File: config.mk
export PLATFORM = sky130hd
export DESIGN_NAME = instr_fetch_unit
export DESIGN_NICKNAME = d
export VERILOG_FILES = /design/src/rtl/fetch_pkg.sv /design/src/rtl/fetch_counter.sv /design/src/rtl/instr_fetch_unit.sv
export SDC_FILE = /design/constraint.sdc
export NUM_CORES = 1
export LEC_CHECK = 0
export BUFFER_PORTS_ARGS = -buffer_cell sky130_fd_sc_hd__buf_4
export CAP_MARGIN = 20
export CORE_MARGIN = 2
export CORE_UTILIZATION = 43
export CTS_BUF_LIST = sky130_fd_sc_hd__clkbuf_8
export DETAILED_ROUTE_END_ITERATION = 12
export HOLD_SLACK_MARGIN = 0.08
export PLACE_DENSITY = 0.72
export RECOVER_POWER = 50
export SETUP_SLACK_MARGIN = 0.02
export SYNTH_ARGS = -nofsm -noshare
export SYNTH_HDL_FRONTEND = slang
export SYNTH_HIERARCHICAL = 1
export SYNTH_SLANG_ARGS = --single-unit
File: constraint.sdc
create_clock -name clk -period 2.3 [get_ports clk]
set_input_delay 0.23 -clock clk [delete_from_list [all_inputs] [get_ports clk]]
set_output_delay 0.23 -clock clk [all_outputs]
set_load 0.02 [all_outputs]
File: src/rtl/fetch_pkg.sv
// Shared constants and state encoding for the fetch path; the instruction
// memory and decode blocks import ADDR_W/DATA_W from here as well.
package fetch_pkg;
  localparam int          ADDR_W    = 6;
  localparam int          DATA_W    = 32;
  localparam int          CNT_W     = 16;
  localparam logic [5:0]  RESET_PC  = 6'd0;
  localparam logic [31:0] HALT_WORD = 32'hFFFF_FFFF;

  typedef enum logic [1:0] {
    IDLE  = 2'd0,
    FETCH = 2'd1,
    HALT  = 2'd2
  } fetch_state_t;
endpackage

File: src/rtl/fetch_counter.sv
// Saturating up-counter with enable and synchronous active-low clear.
module fetch_counter #(
  parameter int CNT_W = 16
) (
  input  logic             clk,
  input  logic             clr_n,
  input  logic             en,
  output logic [CNT_W-1:0] count
);
  always_ff @(posedge clk) begin
    if (!clr_n)                count <= '0;
    else if (en && count != '1) count <= count + CNT_W'(1);
  end
endmodule

File: src/rtl/instr_fetch_unit.sv
// Program counter, one-entry fetch register and valid/ready hand-off to decode,
// with branch redirect, halt detection and an accepted-instruction counter.
module instr_fetch_unit
  import fetch_pkg::*;
#(
  parameter int                ADDR_W    = fetch_pkg::ADDR_W,
  parameter int                DATA_W    = fetch_pkg::DATA_W,
  parameter logic [ADDR_W-1:0] RESET_PC  = fetch_pkg::RESET_PC,
  parameter logic [DATA_W-1:0] HALT_WORD = fetch_pkg::HALT_WORD,
  parameter int                CNT_W     = fetch_pkg::CNT_W
) (
  input  logic              clk,
  input  logic              rst_n,
  output logic [ADDR_W-1:0] imem_addr,
  input  logic [DATA_W-1:0] imem_data,
  input  logic              br_valid,
  input  logic [ADDR_W-1:0] br_target,
  output logic              if_valid,
  input  logic              if_ready,
  output logic [DATA_W-1:0] if_instr,
  output logic [ADDR_W-1:0] if_pc,
  output logic              halted,
  output logic [CNT_W-1:0]  fetch_count
);
  fetch_state_t      state, state_nxt;
  logic [ADDR_W-1:0] pc;
  logic              acc, slot_free, load, is_halt;

  assign imem_addr = pc;
  assign acc       = if_valid && if_ready;
  assign slot_free = !if_valid || acc;
  assign is_halt   = (imem_data == HALT_WORD);

  always_ff @(posedge clk) begin
    if (!rst_n) state <= IDLE;
    else        state <= state_nxt;
  end

  always_comb begin
    state_nxt = state;
    case (state)
      IDLE:    state_nxt = FETCH;
      FETCH:   if (!br_valid && load && is_halt) state_nxt = HALT;
      HALT:    if (br_valid) state_nxt = FETCH;
      default: state_nxt = IDLE;
    endcase
  end

  // A redirect always wins over a load in the same cycle.
  always_comb begin
    load = (state == FETCH) && slot_free && !br_valid;
  end

  always_ff @(posedge clk) begin
    if (!rst_n) begin
      pc       <= RESET_PC;
      if_valid <= 1'b0;
      if_instr <= '0;
      if_pc    <= '0;
      halted   <= 1'b0;
    end else if (br_valid) begin
      pc       <= br_target;
      if_valid <= 1'b0;
      halted   <= 1'b0;
    end else if (load) begin
      if_instr <= imem_data;
      if_pc    <= pc;
      if_valid <= 1'b1;
      pc       <= pc + ADDR_W'(1);
      if (is_halt) halted <= 1'b1;
    end else if (acc) begin
      if_valid <= 1'b0;
    end
  end

  fetch_counter #(.CNT_W(CNT_W)) u_cnt (
    .clk   (clk),
    .clr_n (rst_n),
    .en    (acc),
    .count (fetch_count)
  );
endmodule
==> results of run 1 <==
==> cells in the final DEF, fill, tap and decap left out, drive strengths merged, types with 4 or more instances in the layout <==
master,instances
or4,5
nand2,91
dfxtp,64
nand4,14
a21oi,50
o21ai,8
or3,4
xor2,4
nor3,4
clkbuf,70
mux2i,4
buf,52
nor4,6
nand3,9
inv,5
nor2,10
o31ai,7
nand2b,4
==> state kept, by name, summed over array words and instances (netlist names) <==
| register | cells |
|---|---|
| if_instr | 32 |
| u_cnt/count | 16 |
| if_pc | 6 |
| imem_addr | 6 |
| state | 2 |
| halted | 1 |
| if_valid | 1 |
==> cell families after synthesis <==
logic type               count (synthesis)  synth area share [%]
AO/OA/AOI/OAI                           74                  15.6
buffers and inverters                   21                  3.49
multiplexers                             4                  1.49
AND/OR/NAND/NOR                        158                  28.8
adder cells (fa/ha/maj)                  2                 0.931
flip-flops                              64                  47.7
XOR/XNOR                                 6                  1.96
==> worst max-delay path: cells and delay by family, from the launching register on <==
kind | cells | cell delay [ps]
buffers and inverters | 1 | 290
and+or+nand+nor | 2 | 680
AOI/OAI and AO/OA | 1 | 230
DFF | 1 | 360
==> per-stage QoR <==
stage	instances	hold WS [ps]	utilization, %	power [mW]
final	514	150	59.2	2.43
after global routing	514	131	59.2	2.54
after CTS	514	128	62.9	2.50
after detailed placement	499	447	59.5	1.51
after global placement	499	443	59.5	1.50
after floorplan	329	363	-	1.35
==> cell type report <==
type | count | share of cell area [%]
Clock buffer | 12 | 4.66
Tap cell | 75 | 2.65
Clock inverter | 3 | 1.13
Inverter | 6 | 0.635
Multi-Input combinational cell | 244 | 36.9
Timing Repair Buffer | 110 | 17.9
Sequential cell | 64 | 36.1
==> final timing paths <==
check | endpoint | slack [ps] | cells after the start
setup reg to reg | state[0] | 630 | 4
hold / removal | if_instr[26] | 150 | 3
hold reg to reg | if_instr[1] | 460 | 2
setup / recovery | state[0] | 630 | 4
==> metal layers <==
layer  GRT usage [%]  up-vias  part of all wire [%]
li1                -     1377                     -
met1            26.9     1284                    45
met2            33.1       79                    48
met3            7.36        2                   6.1
met4            5.81        0                  0.36
met5               0        -                     0
==> power groups by stage <==
stage               clock network (mW)  registers [mW]  logic [mW]
floorplan                            0            1.25      0.0994
global placement                     0            1.20       0.303
detailed placement                   0            1.20       0.307
CTS                               1.01            1.18       0.308
global route                      1.06            1.18       0.300
finish                           0.983            1.18       0.272
==> synth_stat cells <==
library cell,number
nor2_1,10
clkinv_1,1
nand2_1,91
xnor2_1,2
ha_1,2
nor4_1,5
or3_4,1
o211ai_1,1
o311ai_0,1
nor2b_1,1
nand3b_1,2
and2_1,2
nand4_1,13
mux2i_1,4
xor2_1,4
nand4_4,1
o21ai_0,8
o31ai_1,7
buf_4,3
o211a_1,2
a211oi_1,3
nor4bb_1,1
inv_1,5
nand2b_1,4
nor3_1,4
nand3_1,9
a21oi_1,50
and4_1,3
dfxtp_1,64
nor3b_1,1
nor2b_4,1
a311oi_1,1
or4_1,5
nor4_2,1
clkbuf_1,9
o41ai_1,1
or3_1,3
buf_2,3
==> results.cfg, run 1 <==
[layout]
synthToLayoutAreaGrowth_pct = 32.0
diodes = 0
fill_cells = 618
drive_gt1_share_pct = 16.2
multi_input_area_um2 = 1310
final_cell_area_um2 = 3540
regArea_um2 = 1280
fin_nets = 479

[detailed_routing]
ant_nets = 0
drtIter0Drc = 162
first_pass_iters = 4
wirelength_um = 7130
drc_errors = 0
viasPerCell = 5.33
vias = 2742
wire_per_inst_um = 13.9

[synth]
ys_seq_elements = 64
synth_fp_nets = 373
synth_top_area_share_pct = 47.7
synth_cell_type_count = 38
synthTopCellsByArea = dfxtp_1 48%, nand2_1 13%, a21oi_1 9.3%
synth_area_um2 = 2690
yosysTopAreaCell = dfxtp_1
syn_avg_cell_area_um2 = 8.17
ys_warn_count = 6
seq_area_frac_synth_pct = 47.7
syn_inst = 329

[timing]
min_period_ps = 1670
rsz0062_at_grt = false
finalMaxSlewViolations = 0
clock_skew_ps = 6.36
setup_slack_ps = 635
worstMarginPinSlew_ps = 659
setup_violations = 0
hold_violations = 0
max_slew_margin_pct = 55.5
tns_ps = 0
min_period_over_period_pct = 72.4
fmax_ghz = 0.601

[run_status]
status = completed

[global_routing]
first_global_vias = 2537
grtUsageTotal_pct = 20.8
grt_max_degree = 35
antenna_found_initial = 0
grt_pass1_wl_um = 11800
overflow = 0

[placement]
gp_congestion = 0.835
dp_slack_ps = 643
hpwl_um = 5210
placedInstanceArea_um2 = 3560
io_buffers = 103

[floorplanning]
initial_utilization_pct = 44.8
die_area_um2 = 6900
io_pins = 104
fp.dieH_um = 83.0
core_um2 = 5990
rows = 28
fp.dieW_um = 83.0

[clocking]
path_clk_slew_ps = 70
cts_resized = 0
tritoncts = yes
cts_buffer_depth = 2
cts_hold_buffers = 0
cts_made_buffers = 9
htreeDepth = 3
postCtsSetupBuffers = 0
clk_latency_ps = 330
cts.sink_count = 64
root_buffer = clkbuf_8

[pwr]
intPower_mw = 1.83
switchingPower_uw = 597
leakage_nw = 1.31
clockPowerShare_pct = 40.4
swShare_pct = 24.6
combPwrFrac_pct = 11.2
vdd.ir_drop.worst_mv = 0.383
sequentialPowerShare_pct = 48.4
powerDensity_nw_per_um2 = 686

[worst_setup_path]
rr_startpoint = state[0]
critPathLaunch = state[0]
arrival_ps = 1890
max_stage_delay_ps = 360
cp-end-kind = register
critPathMaxFanout = 33
cp_cell_sequence = nor2b_1, nand3_1, buf_12, o211a_1
cp_data_required_time_ps = 2520
start_kind = register
cp_slowest_cell = dfxtp_1
path_class = register to register

[worst_hold_path]
holdCritPathClass = input pin to register
hp-start = imem_data[26]

[flow_run]
maxCapViolations = 0
(Power assumes the default switching activity.)
==> run 2, diff against run 1 <==
clock period = 1.7 ns   (was 2.3 ns; I/O delays follow)
==> run 2 against run 1 <==
Effect of this change:
- the flow now finishes with violations (setup timing)
- largest cell class unchanged
- clock skew up 6.2 ps
- critical path depth increased by 2
- highest routed layer unchanged
- final area increased by 6.8%
==> results.cfg, run 2 (synthesized netlist as in run 1, its figures left out) <==
[run_status]
status = finished, violations left
violations = setup timing

[floorplanning]
core_um2 = 5990
rows = 28
fp.dieW_um = 83.0
fp.dieH_um = 83.0
die_area_um2 = 6900
io_pins = 104
initial_utilization_pct = 44.8

[detailed_routing]
vias = 2826
ant_nets = 0
drc_errors = 0
drtIter0Drc = 132
wire_per_inst_um = 14.3
viasPerCell = 5.34
first_pass_iters = 4
wirelength_um = 7580

[pwr]
leakage_nw = 1.48
vdd.ir_drop.worst_mv = 0.522
power.total_mw = 3.30
intPower_mw = 2.47
clockPowerShare_pct = 39.6
sequentialPowerShare_pct = 48.3
switchingPower_uw = 832
swShare_pct = 25.2
combPwrFrac_pct = 12.1
powerDensity_nw_per_um2 = 871

[global_routing]
first_global_vias = 2629
antenna_found_initial = 0
grtUsageTotal_pct = 21.5
grt_pass1_wl_um = 12200
overflow = 0
grt_max_degree = 34

[worst_setup_path]
rrSetupSlack_ps = -1
rr_startpoint = u_cnt/count[1]
path_delay_family = simple AND/OR/NAND/NOR gates
cp_cell_sequence = ha_2, buf_4, and4_1, o41ai_1, or3_1, a21oi_1
path_class = register to register
cp-end-kind = register
max_stage_delay_ps = 380
critPathMaxFanout = 5
cp_data_required_time_ps = 1960
cp_slowest_cell = dfxtp_2
reg2regPathDepth = 6
start_kind = register
arrival_ps = 1960
rr_endpoint = u_cnt/count[6]
path_buf_inv = 1

[flow_run]
maxCapViolations = 0

[layout]
diodes = 0
fill_cells = 572
final_core_util_pct = 63.2
fin_nets = 493
mostFrequentLayoutCell = nand2_1
drive_gt1_share_pct = 24.4
reg_top3 = if_instr (32), u_cnt/count (16)
mostFrequentLayoutCells = 89 x nand2_1, 76 x buf_4, 57 x dfxtp_1, 49 x a21oi_1, 39 x clkbuf_1
largest_reg_flops = 32
largest_register = if_instr
regArea_um2 = 1290
synthToLayoutAreaGrowth_pct = 40.9
multi_input_area_um2 = 1350

[timing]
max_slew_margin_pct = 54.7
hold_violations = 0
tns_ps = -1.02
rsz0062_at_grt = true
setup_violations = 1
setup_slack_ps = -1.02
min_period_over_period_pct = 100
worstMarginPinSlew_ps = 671
clock_skew_ps = 12.6
finalMaxSlewViolations = 0
fmax_ghz = 0.588
min_period_ps = 1700

[worst_hold_path]
min_path_cells = 3
holdCritPathClass = input pin to register
min_to = if_instr[6]
hp-start = imem_data[6]

[clocking]
root_buffer = clkbuf_8
cts.sink_count = 64
clk_latency_ps = 330
path_clk_slew_ps = 80
htreeDepth = 3
postCtsSetupBuffers = 0
cts_made_buffers = 9
tritoncts = yes
cts_buffer_depth = 2

[placement]
hpwl_um = 5400
io_buffers = 103
dp_slack_ps = 53.6
gp_congestion = 0.834
[run 2: cell count changes in the layout (fill, tap and decap cells not counted), moves of 2 or more]
cell / change
buf_4: +26
nand2_2: +2
inv_1: +2
dfxtp_1: -7
nand2_1: -2
dfxtp_2: +7
dlygate4sd3_1: +7
clkbuf_1: -19
[run 2: final cells by class]
cell class,instances,area share (%)
sequential,64,34.1
tap,75,2.48
timing repair buffer,124,21.8
clock buffer,11,4.00
multi-input combinational,244,35.8
clock inverter,5,1.26
inverter,6,0.595
[run 2: worst max path at each step]
| stage | startpoint | end | depth (start not counted) |
|---|---|---|---|
| 3_3_place_gp | u_cnt/count[1] | u_cnt/count[9] | 6 |
| 5_1_grt | u_cnt/count[1] | u_cnt/count[6] | 6 |
| 4_1_cts | u_cnt/count[1] | u_cnt/count[7] | 6 |
| 6_report | u_cnt/count[1] | u_cnt/count[6] | 6 |
| 3_5_place_dp | u_cnt/count[1] | u_cnt/count[7] | 6 |
| 2_1_floorplan | u_cnt/count[5] | u_cnt/count[13] | 4 |
[run 2: metal layers]
| layer | up-vias | global-route usage, % | wire length, um |
|---|---|---|---|
| met3 | 4 | 7.95 | 546 |
| met1 | 1313 | 27.5 | 3290 |
| li1 | 1401 | - | - |
| met5 | - | 0 | 0 |
| met2 | 108 | 34.3 | 3700 |
| met4 | 0 | 5.51 | 42 |
[run 2: power groups by stage]
stage	Combinational (mW)	Clock (mW)	Sequential, mW
floorplan	0.135	0	1.69
finish	0.399	1.30	1.59
detailed placement	0.420	0	1.63
global route	0.436	1.41	1.60
CTS	0.433	1.34	1.60
global placement	0.414	0	1.63
[run 2: timing repair]
item                                   in CTS  in global routing
endpoints found under the hold margin       7                  0
hold buffers                                7                  0
resized for setup                           0                 14
setup endpoints to repair                   0                 13
[run 2: worst min-delay path: stages]
cell	delay (ps)
buf_4	110
nand2_1	50
a21oi_1	50
[run 2: metrics by stage]
step	area [um2]	hold WS, ps	cells
floorplan	2700	303	329
global placement	3630	430	506
detailed placement	3630	436	506
CTS	3890	80.5	529
global route	3790	87.3	529
finish	3790	95.6	529
